`src/rtl/bin2bcd_pkg.sv`:
```
// Shared types and constants for the binary-to-BCD converter.
package bin2bcd_pkg;
  typedef enum logic [1:0] {
    ST_IDLE  = 2'd0,
    ST_SHIFT = 2'd1,
    ST_DONE  = 2'd2
  } state_e;

  localparam int BCD_ADJ_THRESH = 5;
  localparam int BCD_ADJ_ADD    = 3;
  localparam int N_DEF          = 18;
  localparam int DIGITS_DEF     = 6;
endpackage

```
`src/rtl/bin2bcd_converter_digit_adjust.sv`:
```
// Double-dabble digit correction: one BCD digit, +3 when it would overflow on the next shift.
module bcd_digit_adjust
  import bin2bcd_pkg::*;
(
  input  logic [3:0] din,
  output logic [3:0] dout
);
  assign dout = (din >= 4'(BCD_ADJ_THRESH)) ? din + 4'(BCD_ADJ_ADD) : din;
endmodule

```
`src/rtl/bin2bcd_converter.sv`:
```
// Sequential double-dabble converter: one binary bit per clock, held BCD result, one-cycle done pulse.
module bin2bcd_converter
  import bin2bcd_pkg::*;
#(
  parameter int N      = N_DEF,
  parameter int DIGITS = DIGITS_DEF
) (
  input  logic                  clk,
  input  logic                  rst,
  input  logic                  start,
  input  logic [N-1:0]          bin,
  output logic                  ready,
  output logic                  done,
  output logic [4*DIGITS-1:0]   bcd
);
  localparam int CW = $clog2(N + 1);
  localparam int BW = 4 * DIGITS;

  state_e          state_q, state_d;
  logic [CW-1:0]   cnt_q, cnt_d;
  logic [N-1:0]    sr_q, sr_d;
  logic [BW-1:0]   work_q, work_d;
  logic [BW-1:0]   bcd_q, bcd_d;
  logic [BW-1:0]   adj;
  logic [BW-1:0]   shifted;
  logic            adj_msb_unused;

  for (genvar g = 0; g < DIGITS; g++) begin : g_adj
    bcd_digit_adjust u_adj (
      .din  (work_q[4*g +: 4]),
      .dout (adj[4*g +: 4])
    );
  end

  // The adjusted top bit is always 0 when 10^DIGITS covers 2^N-1, so it falls off the shift.
  assign shifted        = {adj[BW-2:0], sr_q[N-1]};
  assign adj_msb_unused = adj[BW-1];

  always_comb begin
    state_d = state_q;
    cnt_d   = cnt_q;
    sr_d    = sr_q;
    work_d  = work_q;
    bcd_d   = bcd_q;
    case (state_q)
      ST_IDLE: begin
        if (start) begin
          sr_d    = bin;
          work_d  = '0;
          cnt_d   = CW'(N);
          state_d = ST_SHIFT;
        end
      end
      ST_SHIFT: begin
        work_d = shifted;
        sr_d   = {sr_q[N-2:0], 1'b0};
        cnt_d  = cnt_q - CW'(1);
        if (cnt_q == CW'(1)) begin
          bcd_d   = shifted;
          state_d = ST_DONE;
        end
      end
      ST_DONE: state_d = ST_IDLE;
      default: state_d = ST_IDLE;
    endcase
  end

  always_ff @(posedge clk or posedge rst) begin
    if (rst) begin
      state_q <= ST_IDLE;
      cnt_q   <= '0;
      sr_q    <= '0;
      work_q  <= '0;
      bcd_q   <= '0;
    end else begin
      state_q <= state_d;
      cnt_q   <= cnt_d;
      sr_q    <= sr_d;
      work_q  <= work_d;
      bcd_q   <= bcd_d;
    end
  end

  assign ready = (state_q == ST_IDLE);
  assign done  = (state_q == ST_DONE);
  assign bcd   = bcd_q;
endmodule

```
`config.mk`:
```
export PLATFORM = sky130hd
export DESIGN_NAME = bin2bcd_converter
export DESIGN_NICKNAME = d
export VERILOG_FILES = /design/src/rtl/bin2bcd_pkg.sv /design/src/rtl/bin2bcd_converter_digit_adjust.sv /design/src/rtl/bin2bcd_converter.sv
export SDC_FILE = /design/constraint.sdc
export NUM_CORES = 1
export LEC_CHECK = 0
export ABC_AREA = 1
export CORE_ASPECT_RATIO = 0.75
export CORE_UTILIZATION = 40
export CTS_BUF_LIST = sky130_fd_sc_hd__clkbuf_4 sky130_fd_sc_hd__clkbuf_8 sky130_fd_sc_hd__clkbuf_16
export DETAILED_ROUTE_END_ITERATION = 8
export HOLD_SLACK_MARGIN = 0.15
export PLACE_DENSITY_LB_ADDON = 0.25
export SYNTH_ARGS = -nofsm -noshare
export SYNTH_HDL_FRONTEND = slang
export SYNTH_SLANG_ARGS = --single-unit
```
`constraint.sdc`:
```
create_clock -name clk -period 5.35 [get_ports clk]
set_input_delay 1.07 -clock clk [delete_from_list [all_inputs] [get_ports clk]]
set_output_delay 1.07 -clock clk [all_outputs]
set_load 0.01 [all_outputs]
```
==> impl_table.tex <==
\begin{tabular}{lr}
\hline
Metric & Value \\
\hline
\multicolumn{2}{l}{\textbf{Critical path}} \\
Worst R2R Start & state\_q[1] \\
Worst reg2reg setup slack & 3.19 ns \\
Setup Crit Path Kind & flip-flop to output port \\
CP Data Arrival Time & 1.52 ns \\
Crit-path max FO & 3 \\
Critical Path Start Type & flip-flop \\
Reg-to-Reg End & bcd[2] \\
Required time reported for the critical path endpoint & 4.28 ns \\
Depth of the worst register-to-register path & 6 \\
Worst setup EP type & output port \\
\multicolumn{2}{l}{\textbf{Clocking}} \\
Number of cells upsized or downsized after cts & 0 \\
Hold-fix buffers at CTS & 0 \\
Clock latency at the later pin of the worst-skew pair & 0.33 ns \\
Number of levels the H-tree was split into & 3 \\
Max Buffers Root-to-Sink & 2 \\
CTS tree & built \\
Clock buffer count from CTS & 9 \\
Clock sink total & 73 \\
Clock transition at the register clock pins on the worst setup and hold paths after CTS & 0.05 ns \\
Root Buffer Master & sky130\_fd\_sc\_hd\_\_clkbuf\_16 \\
Number of buffers inserted to repair setup after CTS & 0 \\
\multicolumn{2}{l}{\textbf{Power and ir drop}} \\
Leakage power & 0.00228 uW \\
Worst ir drop on vdd & 0.275 mV \\
Overall power after layout & 2800 uW \\
Power per cell area & 634 mW/mm\^{}2 \\
\multicolumn{2}{l}{\textbf{Synthesis}} \\
Post-synthesis register bit count & 73 \\
Mapped Area & 0.00364 sq mm \\
Count of unique library cells instantiated by Yosys & 22 \\
Number of warnings reported in the yosys synthesis log & 0 \\
Post-synthesis sequential area ratio & 0.502 \\
Average footprint of a synthesized cell & 7.94 sq um \\
Mapped Nets & 493 \\
Post-Synthesis Cells & 458 \\
\multicolumn{2}{l}{\textbf{Cells and area}} \\
Utilization after layout & 0.512 \\
Layout cell share with drive strength beyond 1 & 0.0495 \\
Filler Cell Count & 836 \\
Non-filler cells in the finished layout & 613 \\
Synth-to-Final Area Change & 21.5\% \\
Post-layout net count & 538 \\
Diode insertion count for antenna repair & 0 \\
\multicolumn{2}{l}{\textbf{Worst hold path}} \\
Capture endpoint of the worst hold path & sr\_q[0] \\
Beginning of the worst hold path & sr\_q[0] \\
Min-Delay Path Class & flip-flop to flip-flop \\
WHS Path Cells & 2 \\
\multicolumn{2}{l}{\textbf{Drt}} \\
Count of antenna-violating nets left after detailed routing & 0 \\
DR iter-0 viols & 134 \\
Vias per std cell & 4.94 \\
Routed length per instance & 12.4 um \\
DR pass1 iterations & 7 \\
Overall via count from detail\_route & 3029 \\
DRC violations left & 0 \\
Final wirelength & 7590 um \\
\multicolumn{2}{l}{\textbf{Die}} \\
Row count & 29 \\
Die Footprint & 0.00948 sq mm \\
Width of the chip & 112 um \\
Core region area & 0.00864 sq mm \\
I/O pin count & 47 \\
Die H & 84.6 um \\
Starting density of the core & 0.421 \\
\multicolumn{2}{l}{\textbf{Placed design}} \\
Worst setup timing slack at the placement stage & 2.69 ns \\
RD Place Congestion & 0.786 \\
Buffers added on ports & 46 \\
DP Wirelength & 4980 um \\
Post-Place Cells & 600 \\
\multicolumn{2}{l}{\textbf{STA}} \\
Setup TNS & 0 ns \\
Slew Limit Headroom & 0.439 \\
Actual transition at the worst max-transition pin & 0.840 ns \\
Final number of setup-violating endpoints & 0 \\
Period Utilization, post-route & 0.484 \\
Post-layout worst setup margin & 2.76 ns \\
Setup repair after global routing missed its margin & no \\
Clock skew after layout & 0.00487 ns \\
Fmax & 386 MHz \\
Max-slew violation count & 0 \\
Count of final hold-check violations & 0 \\
Final period demand of the worst path & 2.59 ns \\
\multicolumn{2}{l}{\textbf{Global routing}} \\
Vias in the first global route & 2962 \\
Number of antenna violations at the first check in global routing & 0 \\
Overall track demand over capacity in global routing & 0.177 \\
Pin count of the biggest net entering global routing & 46 \\
Sum of overflow across all layers after global routing & 0 \\
First-pass GRT wire length & 13300 um \\
\multicolumn{2}{l}{\textbf{Flow run}} \\
\# Max-Cap Violations & 0 \\
\multicolumn{2}{l}{\textbf{Outcome}} \\
Run status & complete, no violations \\
\hline
\end{tabular}
==> cell usage after synthesis <==
cell                       number  area (sq um)
sky130_fd_sc_hd__a21boi_0       5          37.5
sky130_fd_sc_hd__a21oi_1        2          10.0
sky130_fd_sc_hd__buf_1          2          7.51
sky130_fd_sc_hd__buf_2          1          5.00
sky130_fd_sc_hd__buf_4          2          15.0
sky130_fd_sc_hd__buf_6          5          56.3
sky130_fd_sc_hd__clkbuf_1       2          7.51
sky130_fd_sc_hd__clkbuf_2       1          5.00
sky130_fd_sc_hd__dfrtp_1       73          1830
sky130_fd_sc_hd__ha_1          14           175
sky130_fd_sc_hd__inv_1         37           139
sky130_fd_sc_hd__inv_2          4          15.0
sky130_fd_sc_hd__nand2_1      203           762
sky130_fd_sc_hd__nand2_2        3          18.8
sky130_fd_sc_hd__nand3_1       63           315
sky130_fd_sc_hd__nand4_1       10          62.6
sky130_fd_sc_hd__nor2_1         6          22.5
sky130_fd_sc_hd__nor2_2         1          6.26
sky130_fd_sc_hd__nor2_8         2          40.0
sky130_fd_sc_hd__nor3_1         3          15.0
sky130_fd_sc_hd__o21ai_0       18          90.1
sky130_fd_sc_hd__o21ai_1        1          5.00
==> worst max path at each step <==
| stage | startpoint | end | slack (ns) | depth (start not counted) |
|---|---|---|---|---|
| after floorplan | rst | bcd[0] | 2.43 | 1 |
| after global placement | start | sr_q[17] | 2.70 | 6 |
| after detailed placement | rst | bcd[22] | 2.69 | 3 |
| after CTS | state_q[1] | done | 2.73 | 3 |
| after global routing | state_q[1] | done | 2.69 | 3 |
| final | state_q[1] | done | 2.76 | 3 |
==> cells by family (layout without fill, tap and decap cells) <==
family | count (synthesis) | in the layout | share of synthesized area
simple gates | 291 | 291 | 0.342
compound gates | 26 | 26 | 0.0392
buf+inv | 54 | 101 | 0.0688
fa+ha+maj | 14 | 14 | 0.0482
flops | 73 | 73 | 0.502
==> per-stage QoR <==
stage | hold WS, ns | area, sq um
detailed placement | 0.458 | 4140
floorplan | 0.442 | 3640
global route | 0.493 | 4420
global placement | 0.452 | 4140
CTS | 0.472 | 4420
finish | 0.470 | 4420
==> cell usage in the layout, fill, tap and decap left out <==
cell	count
sky130_fd_sc_hd__nand4_1	10
sky130_fd_sc_hd__o21ai_1	1
sky130_fd_sc_hd__o21ai_0	18
sky130_fd_sc_hd__dfrtp_1	73
sky130_fd_sc_hd__a21boi_0	5
sky130_fd_sc_hd__nand2_2	3
sky130_fd_sc_hd__clkbuf_8	3
sky130_fd_sc_hd__nor3_1	3
sky130_fd_sc_hd__inv_1	36
sky130_fd_sc_hd__nor2_2	1
sky130_fd_sc_hd__nor2_1	6
sky130_fd_sc_hd__clkbuf_4	1
sky130_fd_sc_hd__a21oi_1	2
sky130_fd_sc_hd__ha_1	14
sky130_fd_sc_hd__inv_2	5
sky130_fd_sc_hd__nand2_1	203
sky130_fd_sc_hd__nand3_1	63
sky130_fd_sc_hd__buf_4	1
sky130_fd_sc_hd__clkbuf_16	9
sky130_fd_sc_hd__clkdlybuf4s50_1	46
sky130_fd_sc_hd__nor2_8	2
==> area by class of cell <==
class | count | area, sq um | area share
sequential | 73 | 1830 | 0.413
clock buffer | 13 | 274 | 0.0620
multi-input combinational | 331 | 1560 | 0.353
tap | 108 | 135 | 0.0306
inverter | 41 | 154 | 0.0348
timing repair buffer | 47 | 468 | 0.106
==> sequential cells by signal, indices dropped and copies added, names as in the netlist <==
register,cells
bcd,24
cnt_q,5
sr_q,18
state_q,2
work_q,24
==> per-layer routing <==
metal  GRT usage  part of all wire  vias to the layer above
li1            -                 -                     1543
met1       0.230              0.49                     1394
met2       0.286              0.45                       83
met3      0.0513             0.049                        9
met4      0.0606             0.013                        0
met5           0                 0                        -
==> power breakdown <==
part	total, uW	leakage, uW	switching (uW)	internal [uW]
logic	1240	0.00124	751	493
clock network	559	0.000137	210	349
registers	997	0.000903	182	815
==> critical path, stage by stage (launching register included) <==
cell	delay (ns)
sky130_fd_sc_hd__dfrtp_1	0.47
sky130_fd_sc_hd__inv_1	0.09
sky130_fd_sc_hd__nor2_1	0.10
sky130_fd_sc_hd__clkdlybuf4s50_1	0.54
No activity file was read; power rests on OpenSTA's default activity.
